**src/rtl/rx_pkg.sv**
```systemverilog
// Shared types and widths for the receiver pixel path.
package rx_pkg;

  localparam int PIX_W  = 24;
  localparam int CHAN_W = 8;
  localparam int CSUM_W = 16;

  typedef enum logic [1:0] {IDLE, STREAM, FLUSH, FIN} state_t;

  typedef struct packed {
    logic [PIX_W-1:0] pix;
    logic             last;
  } pix_entry_t;

  // Sum of the three channel bytes of one packed pixel.
  function automatic logic [9:0] pix_sum(input logic [PIX_W-1:0] p);
    return 10'(p[3*CHAN_W-1:2*CHAN_W]) + 10'(p[2*CHAN_W-1:CHAN_W]) + 10'(p[CHAN_W-1:0]);
  endfunction

endpackage

```
**src/rtl/pix_fifo2.sv**
```systemverilog
// Two-entry register FIFO; entry 0 is always the head so the output is a plain register.
module pix_fifo2 #(
  parameter int W = 25
) (
  input  logic         clk,
  input  logic         rst,
  input  logic         clr,
  input  logic         push,
  input  logic         pop,
  input  logic [W-1:0] din,
  output logic [W-1:0] head,
  output logic [1:0]   count,
  output logic         full,
  output logic         empty
);

  logic [W-1:0] e0;
  logic [W-1:0] e1;

  always_ff @(posedge clk or negedge rst) begin
    if (!rst) begin
      e0    <= '0;
      e1    <= '0;
      count <= '0;
    end else if (clr) begin
      e0    <= '0;
      e1    <= '0;
      count <= '0;
    end else begin
      unique case ({push, pop})
        2'b10: begin
          if (count == 2'd0) e0 <= din;
          else               e1 <= din;
          count <= count + 2'd1;
        end
        2'b01: begin
          e0    <= e1;
          count <= count - 2'd1;
        end
        2'b11: begin
          if (count == 2'd2) begin
            e0 <= e1;
            e1 <= din;
          end else begin
            e0 <= din;
          end
        end
        default: ;
      endcase
    end
  end

  assign head  = e0;
  assign full  = (count == 2'd2);
  assign empty = (count == 2'd0);

endmodule

```
**src/rtl/rgb_pixel_streamer.sv**
```systemverilog
// Reads the R/G/B channel memories in lockstep and streams packed pixels
// on a valid/ready interface, accumulating a byte checksum of the frame.
module rgb_pixel_streamer
  import rx_pkg::*;
#(
  parameter int NUM_PIXELS = 16384,
  parameter int ADDR_W     = $clog2(NUM_PIXELS)
) (
  input  logic              clk,
  input  logic              rst,
  input  logic              start,
  output logic              mem_rd_en,
  output logic [ADDR_W-1:0] mem_addr,
  input  logic [CHAN_W-1:0] r_data,
  input  logic [CHAN_W-1:0] g_data,
  input  logic [CHAN_W-1:0] b_data,
  output logic [PIX_W-1:0]  pix_data,
  output logic              pix_valid,
  input  logic              pix_ready,
  output logic              pix_last,
  output logic              busy,
  output logic              done,
  output logic [CSUM_W-1:0] checksum
);

  localparam logic [ADDR_W-1:0] LAST_ADDR = ADDR_W'(NUM_PIXELS - 1);

  state_t            state;
  logic [ADDR_W-1:0] rd_ptr;
  logic              inflight;
  logic              inflight_last;
  logic [CSUM_W-1:0] csum;

  pix_entry_t        din;
  pix_entry_t        head;
  logic [1:0]        fifo_count;
  logic              fifo_full;
  logic              fifo_empty;
  logic              push;
  logic              pop;
  logic              clr;
  logic              issue;
  logic              last_issue;
  logic [2:0]        occ;

  always_comb begin
    pop        = !fifo_empty && pix_ready;
    push       = inflight && (!fifo_full || pop);
    clr        = (state == IDLE) && start;
    // Occupancy counts the pop happening this cycle so a draining sink sees one read per cycle.
    occ        = 3'(fifo_count) + 3'(inflight) - 3'(pop);
    issue      = (state == STREAM) && (occ < 3'd2);
    last_issue = issue && (rd_ptr == LAST_ADDR);
    din.pix    = {r_data, g_data, b_data};
    din.last   = inflight_last;
  end

  pix_fifo2 #(.W($bits(pix_entry_t))) u_fifo (
    .clk   (clk),
    .rst   (rst),
    .clr   (clr),
    .push  (push),
    .pop   (pop),
    .din   (din),
    .head  (head),
    .count (fifo_count),
    .full  (fifo_full),
    .empty (fifo_empty)
  );

  always_ff @(posedge clk or negedge rst) begin
    if (!rst) begin
      state         <= IDLE;
      rd_ptr        <= '0;
      inflight      <= 1'b0;
      inflight_last <= 1'b0;
      csum          <= '0;
    end else begin
      inflight      <= issue;
      inflight_last <= last_issue;
      if (pop) csum <= csum + CSUM_W'(pix_sum(head.pix));
      unique case (state)
        IDLE: begin
          if (start) begin
            state  <= STREAM;
            rd_ptr <= '0;
            csum   <= '0;
          end
        end
        STREAM: begin
          if (issue) begin
            if (last_issue) state  <= FLUSH;
            else            rd_ptr <= rd_ptr + ADDR_W'(1);
          end
        end
        FLUSH: begin
          if (pop && head.last) state <= FIN;
        end
        FIN:     state <= IDLE;
        default: state <= IDLE;
      endcase
    end
  end

  assign mem_rd_en = issue;
  assign mem_addr  = rd_ptr;
  assign pix_data  = head.pix;
  assign pix_valid = !fifo_empty;
  assign pix_last  = head.last && !fifo_empty;
  assign busy      = (state == STREAM) || (state == FLUSH);
  assign done      = (state == FIN);
  assign checksum  = csum;

endmodule

```
**config.mk**
```make
export PLATFORM = sky130hd
export DESIGN_NAME = rgb_pixel_streamer
export DESIGN_NICKNAME = d
export VERILOG_FILES = /design/src/rtl/rx_pkg.sv /design/src/rtl/pix_fifo2.sv /design/src/rtl/rgb_pixel_streamer.sv
export SDC_FILE = /design/constraint.sdc
export NUM_CORES = 1
export LEC_CHECK = 0
export CORE_MARGIN = 5
export CORE_UTILIZATION = 58
export DETAILED_ROUTE_END_ITERATION = 10
export PLACE_DENSITY = 0.91
export SYNTH_ARGS = -nofsm -noshare
export SYNTH_HDL_FRONTEND = slang
export SYNTH_SLANG_ARGS = --single-unit
```
**constraint.sdc**
```tcl
create_clock -name clk -period 11 [get_ports clk]
set_clock_uncertainty 0.05 [all_clocks]
set_input_delay 1.1 -clock clk [delete_from_list [all_inputs] [get_ports clk]]
set_output_delay 1.1 -clock clk [all_outputs]
set_load 0.05 [all_outputs]
```
==> impl_results.md, run 1 <==
- Drt first pass iters: 4
- IO Count: 87
- Slowest stage delay, CP: 830 ps
- # diodes: 0
- Initial antenna violation count: 0
- GP Congestion: 0.892
- Hold Path Depth: 2
- Worst slew pin tran: 1070 ps
- Drc violations: 0
- Area occupied by registers: 2150 um2
- Crit path max fanout: 21
- Multi-input gate area: 2610 um2
- RSZ-0062 raised after global routing: no
- Final WL: 13,200 um
- Crit Path Class: in2out
- CP arrival: 4390 ps
- Slew Limit Fails: 0
- Synth area leaders: dfrtp_1, fa_1, nand2_1
- Die width: 105 um
- Via density: 5.99
- Top-area cell type share of the netlist area: 0.408
- First-pass GRT wire length: 21,800 um
- WP data required: 9850 ps
- Congestion Overflow GR: 0
- Worst path slowest cell: clkdlybuf4s50_1
- Mean post-synth cell area: 8.93 um2
- Post-synth EDFFs: 0
- Post-Synthesis Cells: 591
- Ys async rst share: 1.00
- CP Launch Type: input pin
- Via count: 4,496
- Period utilisation layout: 0.504
- Routed wire per std cell: 17.6 um
- Sequential area share after synthesis: 0.408
- Hpwl dp: 9280 um
- Final core occ: 0.709
- Clock Path Buffers: 2
- Slew headroom: 0.284
- Max-cap viol count: 0
- Max Freq: 0.181 GHz
- Post-CTS Repair Setup Buffers: 0
- Clock Sinks: 86
- Fin crit period: 5540 ps
- DRT iter0 DRCs: 381
- R2R depth: 11
- Largest net degree at the start of global routing: 87
- Reg-to-Reg End: state[1]
- # setup viols final: 0
- CP dominant cell by count: clkdlybuf4s50_1
- Mapped cell area: 5280 um2
- Layout cells sized above 1: 0.0452
- IO buf count: 86
- Worst setup EP type: output port
- H-tree depth: 3
- WHS Endpoint: u_fifo.e1[20]
- Reg2reg setup slack: 6990 ps
- Clock Latency Late Sink: 370 ps
- Aggregate global-route resource usage: 0.243
- CTS clk-pin slew, worst paths: 90 ps
- DP Cell Count: 734
- Layout Nets: 700
- Fillers: 620
- Setup TNS Final: 0 ps
- Unique cell type count in the Yosys netlist: 49
- Outcome: completed
- CTS resizes: 0
- Synth cell count leaders: nand2_1, dfrtp_1, nor2_1
- Hold_buf cts: 0
- Top-count cell post-synth: nand2_1
- Die ar.: 11,100 um2
- Root Driver: clkbuf_8
- Routed Antenna Nets: 0
- CTS tree: yes
- Initial Util: 0.599
- Reg2reg start: u_fifo.count[1]
- Hold WC Path Type: reg2reg
- Die Span Y: 105 um
- Synthesis Warnings: 0
- CTS buffer count: 9
- Post-Syn Nets: 654
- Dominant synthesized flop cell: dfrtp_1
- Hold wc startpoint: u_fifo.e1[20]
- Vias in the first global route: 4,467
- Std cell rows: 34
- Hold Fails Final Rpt: 0
- Core footprint: 8810 um2
- Seq cells post-synth: 86
- Crit-path cells: clkdlybuf4s50_1, o21ai_1, buf_4, inv_1, ha_1, nand2b_1, fa_1, nand2_1, nor2_1, clkdlybuf4s50_1
- Yosys top cell by area: dfrtp_1
- Layout Cells excl Fill: 750
- Area delta synth->final: 18.2%
==> metrics by stage <==
| step | hold WS, ps | setup WS, ps | cell area (um2) |
|---|---|---|---|
| 4_1_cts | 477 | 5490 | 6240 |
| 6_report | 474 | 5460 | 6240 |
| 3_5_place_dp | 465 | 5520 | 5990 |
| 3_3_place_gp | 456 | 5590 | 5990 |
| 2_1_floorplan | 447 | 6630 | 5280 |
| 5_1_grt | 505 | 5360 | 6240 |
==> cells in the final DEF (no fill, tap or decap), types with 5 or more instances in the layout <==
cell	n
clkbuf_8	9
xor2_1	7
nand2_1	90
a211oi_1	35
and3_1	5
mux2i_1	27
clkdlybuf4s50_1	85
o21ai_0	22
nand3_1	16
dfrtp_1	86
buf_4	5
a21oi_1	41
ha_1	18
inv_1	53
nor2_1	57
fa_1	17
==> sequential cells by signal, summed over array words and instances (netlist names) <==
name,count
u_fifo.e1,25
u_fifo.head,25
checksum,16
inflight_last,1
inflight,1
u_fifo.count,2
mem_addr,14
state,2
==> kinds of logic after synthesis <==
kind of cell,after synthesis,synth area share
xor+xnor,7,0.0116
fa+ha+maj,35,0.107
buf+inv,108,0.0972
compound gates,126,0.154
simple gates,201,0.169
flops,86,0.408
mux,28,0.0533
==> worst max-delay path by stage <==
stage               from        end  slack (ps)  depth (start not counted)
4_1_cts        pix_ready  mem_rd_en        5490                         10
3_5_place_dp   pix_ready  mem_rd_en        5520                         10
3_3_place_gp   pix_ready  mem_rd_en        5590                         10
5_1_grt        pix_ready  mem_rd_en        5360                         10
6_report       pix_ready  mem_rd_en        5460                         10
2_1_floorplan  pix_ready  mem_rd_en        6630                          8
==> per-layer routing <==
layer	vias up	wire length, um	GRT usage	part of all wire
met1	2220	5320	0.310	0.40
met2	169	6680	0.408	0.51
met4	0	361	0.0900	0.027
li1	2071	-	-	-
met5	-	0	0	0
met3	36	846	0.0544	0.064
==> critical path, delay by kind of cell <==
family	cells	cell delay, ps
adder cells (fa/ha/maj)	2	820
AO/OA/AOI/OAI	1	100
buffers and inverters	4	1910
AND/OR/NAND/NOR	3	440
==> area by class of cell <==
type | instances | area share
tap | 108 | 0.0217
sequential | 86 | 0.345
clock inverter | 7 | 0.0205
multi-input combinational | 397 | 0.419
timing repair buffer | 90 | 0.142
clock buffer | 9 | 0.0199
inverter | 53 | 0.0319
Power of run 1 is left out: the tool's default activity adds up to more than one toggle a clock period on the data nets, which glitch-free logic cannot reach.
==> run 2, diff against run 1 <==
--- a/config.mk
+++ b/config.mk
@@ -6,9 +6,9 @@
 export NUM_CORES = 1
 export LEC_CHECK = 0
 export CORE_MARGIN = 5
-export CORE_UTILIZATION = 58
+export CORE_UTILIZATION = 49
 export DETAILED_ROUTE_END_ITERATION = 10
-export PLACE_DENSITY = 0.91
+export PLACE_DENSITY = 0.82
 export SYNTH_ARGS = -nofsm -noshare
 export SYNTH_HDL_FRONTEND = slang
 export SYNTH_SLANG_ARGS = --single-unit
==> constraint.sdc (replaced) <==
create_clock -name clk -period 4.77 [get_ports clk]
set_clock_uncertainty 0.05 [all_clocks]
set_input_delay 0.477 -clock clk [delete_from_list [all_inputs] [get_ports clk]]
set_output_delay 0.477 -clock clk [all_outputs]
set_load 0.05 [all_outputs]
==> impl_results.md, run 2 (synthesis results as in run 1) <==
- Outcome: completed
- Crit Path Class: in2out
- Routed wire per std cell: 15.9 um
- Hpwl dp: 9060 um
- Layout Nets: 700
- GRT met2 Usage: 0.311
- Largest net degree at the start of global routing: 87
- Congestion Overflow GR: 0
- Met1 usage: 0.270
- Period utilisation layout: 0.863
- Area delta synth->final: 18.0%
- Max Freq: 0.243 GHz
- Fillers: 869
- Clock Latency Late Sink: 350 ps
- H-tree depth: 3
- Worst setup EP type: output port
- Post-CTS Repair Setup Buffers: 0
- CTS clk-pin slew, worst paths: 90 ps
- Met3 usage: 0.0366
- Core footprint: 10,400 um2
- Via density: 5.54
- Clock Sinks: 86
- Fin crit period: 4120 ps
- PnR worst setup slack: 653 ps
- CTS buffer count: 9
- Routed Antenna Nets: 0
- DRT iter0 DRCs: 341
- # setup viols final: 0
- Aggregate global-route resource usage: 0.195
- # diodes: 0
- IO Count: 87
- Root Driver: clkbuf_8
- Grt peak-use layer: met2
- Slew headroom: 0.282
- Worst setup path startpoint: pix_ready
- Final core occ: 0.598
- Commonest non-fill, non-tap cell in the layout: nand2_1
- Setup TNS Final: 0 ps
- Die width: 114 um
- Worst slew pin tran: 1080 ps
- Hold Fails Final Rpt: 0
- Via count: 4,308
- Worst Hold Margin: 261 ps
- WP data required: 4240 ps
- Max-cap viol count: 0
- RSZ-0062 raised after global routing: no
- Crit path max fanout: 11
- CP Launch Type: input pin
- Initial Util: 0.507
- Vias in the first global route: 4,242
- CP arrival: 3590 ps
- Die Span Y: 114 um
- First-pass GRT wire length: 20,700 um
- Final WL: 12,400 um
- Slew Limit Fails: 0
- Die ar.: 12,900 um2
- CTS resizes: 0
- GP Congestion: 0.888
- Hold_buf cts: 0
- Clock Path Buffers: 2
- R2R depth: 10
- Reg2reg start: u_fifo.count[1]
- Layout cells sized above 1: 0.0452
- Hold WC Path Type: in2async
- CTS tree: yes
- Std cell rows: 37
- Initial antenna violation count: 0
- Drt first pass iters: 5
- IO buf count: 86
- Worst slack at placement: 502 ps
- Commonest non-fill, non-tap cells in the layout: nand2_1, dfrtp_1, clkdlybuf4s50_1
- Drc violations: 0
run 2: cell count changes in the layout (fill, tap and decap cells not counted):
cell        delta
inv_8          -1
bufinv_16      -2
clkinvlp_4     +2
clkinv_4       -1
clkbuf_8       +1
clkinv_2       +1
run 2: path summary, 6_finish.rpt:
kind                              endpoint  slack [ps]
setup / recovery                 mem_rd_en         650
hold / removal                 mem_addr[2]         260
setup reg to reg                  state[1]        1000
hold reg to reg               u_fifo.e1[0]         470
max in group asynchronous  u_fifo.head[23]        3710
min in group clk              u_fifo.e1[0]         470
run 2: layer usage:
| metal | wire (um) | vias up |
|---|---|---|
| li1 | - | 2065 |
| met1 | 5370 | 2099 |
| met2 | 6030 | 122 |
| met3 | 659 | 22 |
| met4 | 302 | 0 |
| met5 | 0 | - |
run 2: through the flow:
stage	area, um2	instances
finish	6230	778
global route	6230	778
CTS	6230	778
detailed placement	6020	762
global placement	6020	762
floorplan	5280	591
run 2: critical path: stages:
cell and delay (ps):
clkdlybuf4s50_1 590, o21ai_1 140, inv_1 320, ha_1 300
nand2b_1 150, fa_1 520, nand2_1 80, nor2_1 180
clkdlybuf4s50_1 830
run 2: final cells by class:
cell class	instances	area [um2]	area share
multi-input combinational	397	2610	0.420
sequential	86	2150	0.346
timing repair buffer	90	888	0.143
inverter	53	199	0.0319
tap	136	170	0.0273
clock buffer	10	138	0.0221
clock inverter	6	67.6	0.0108
Power of run 2 is left out for the same reason.
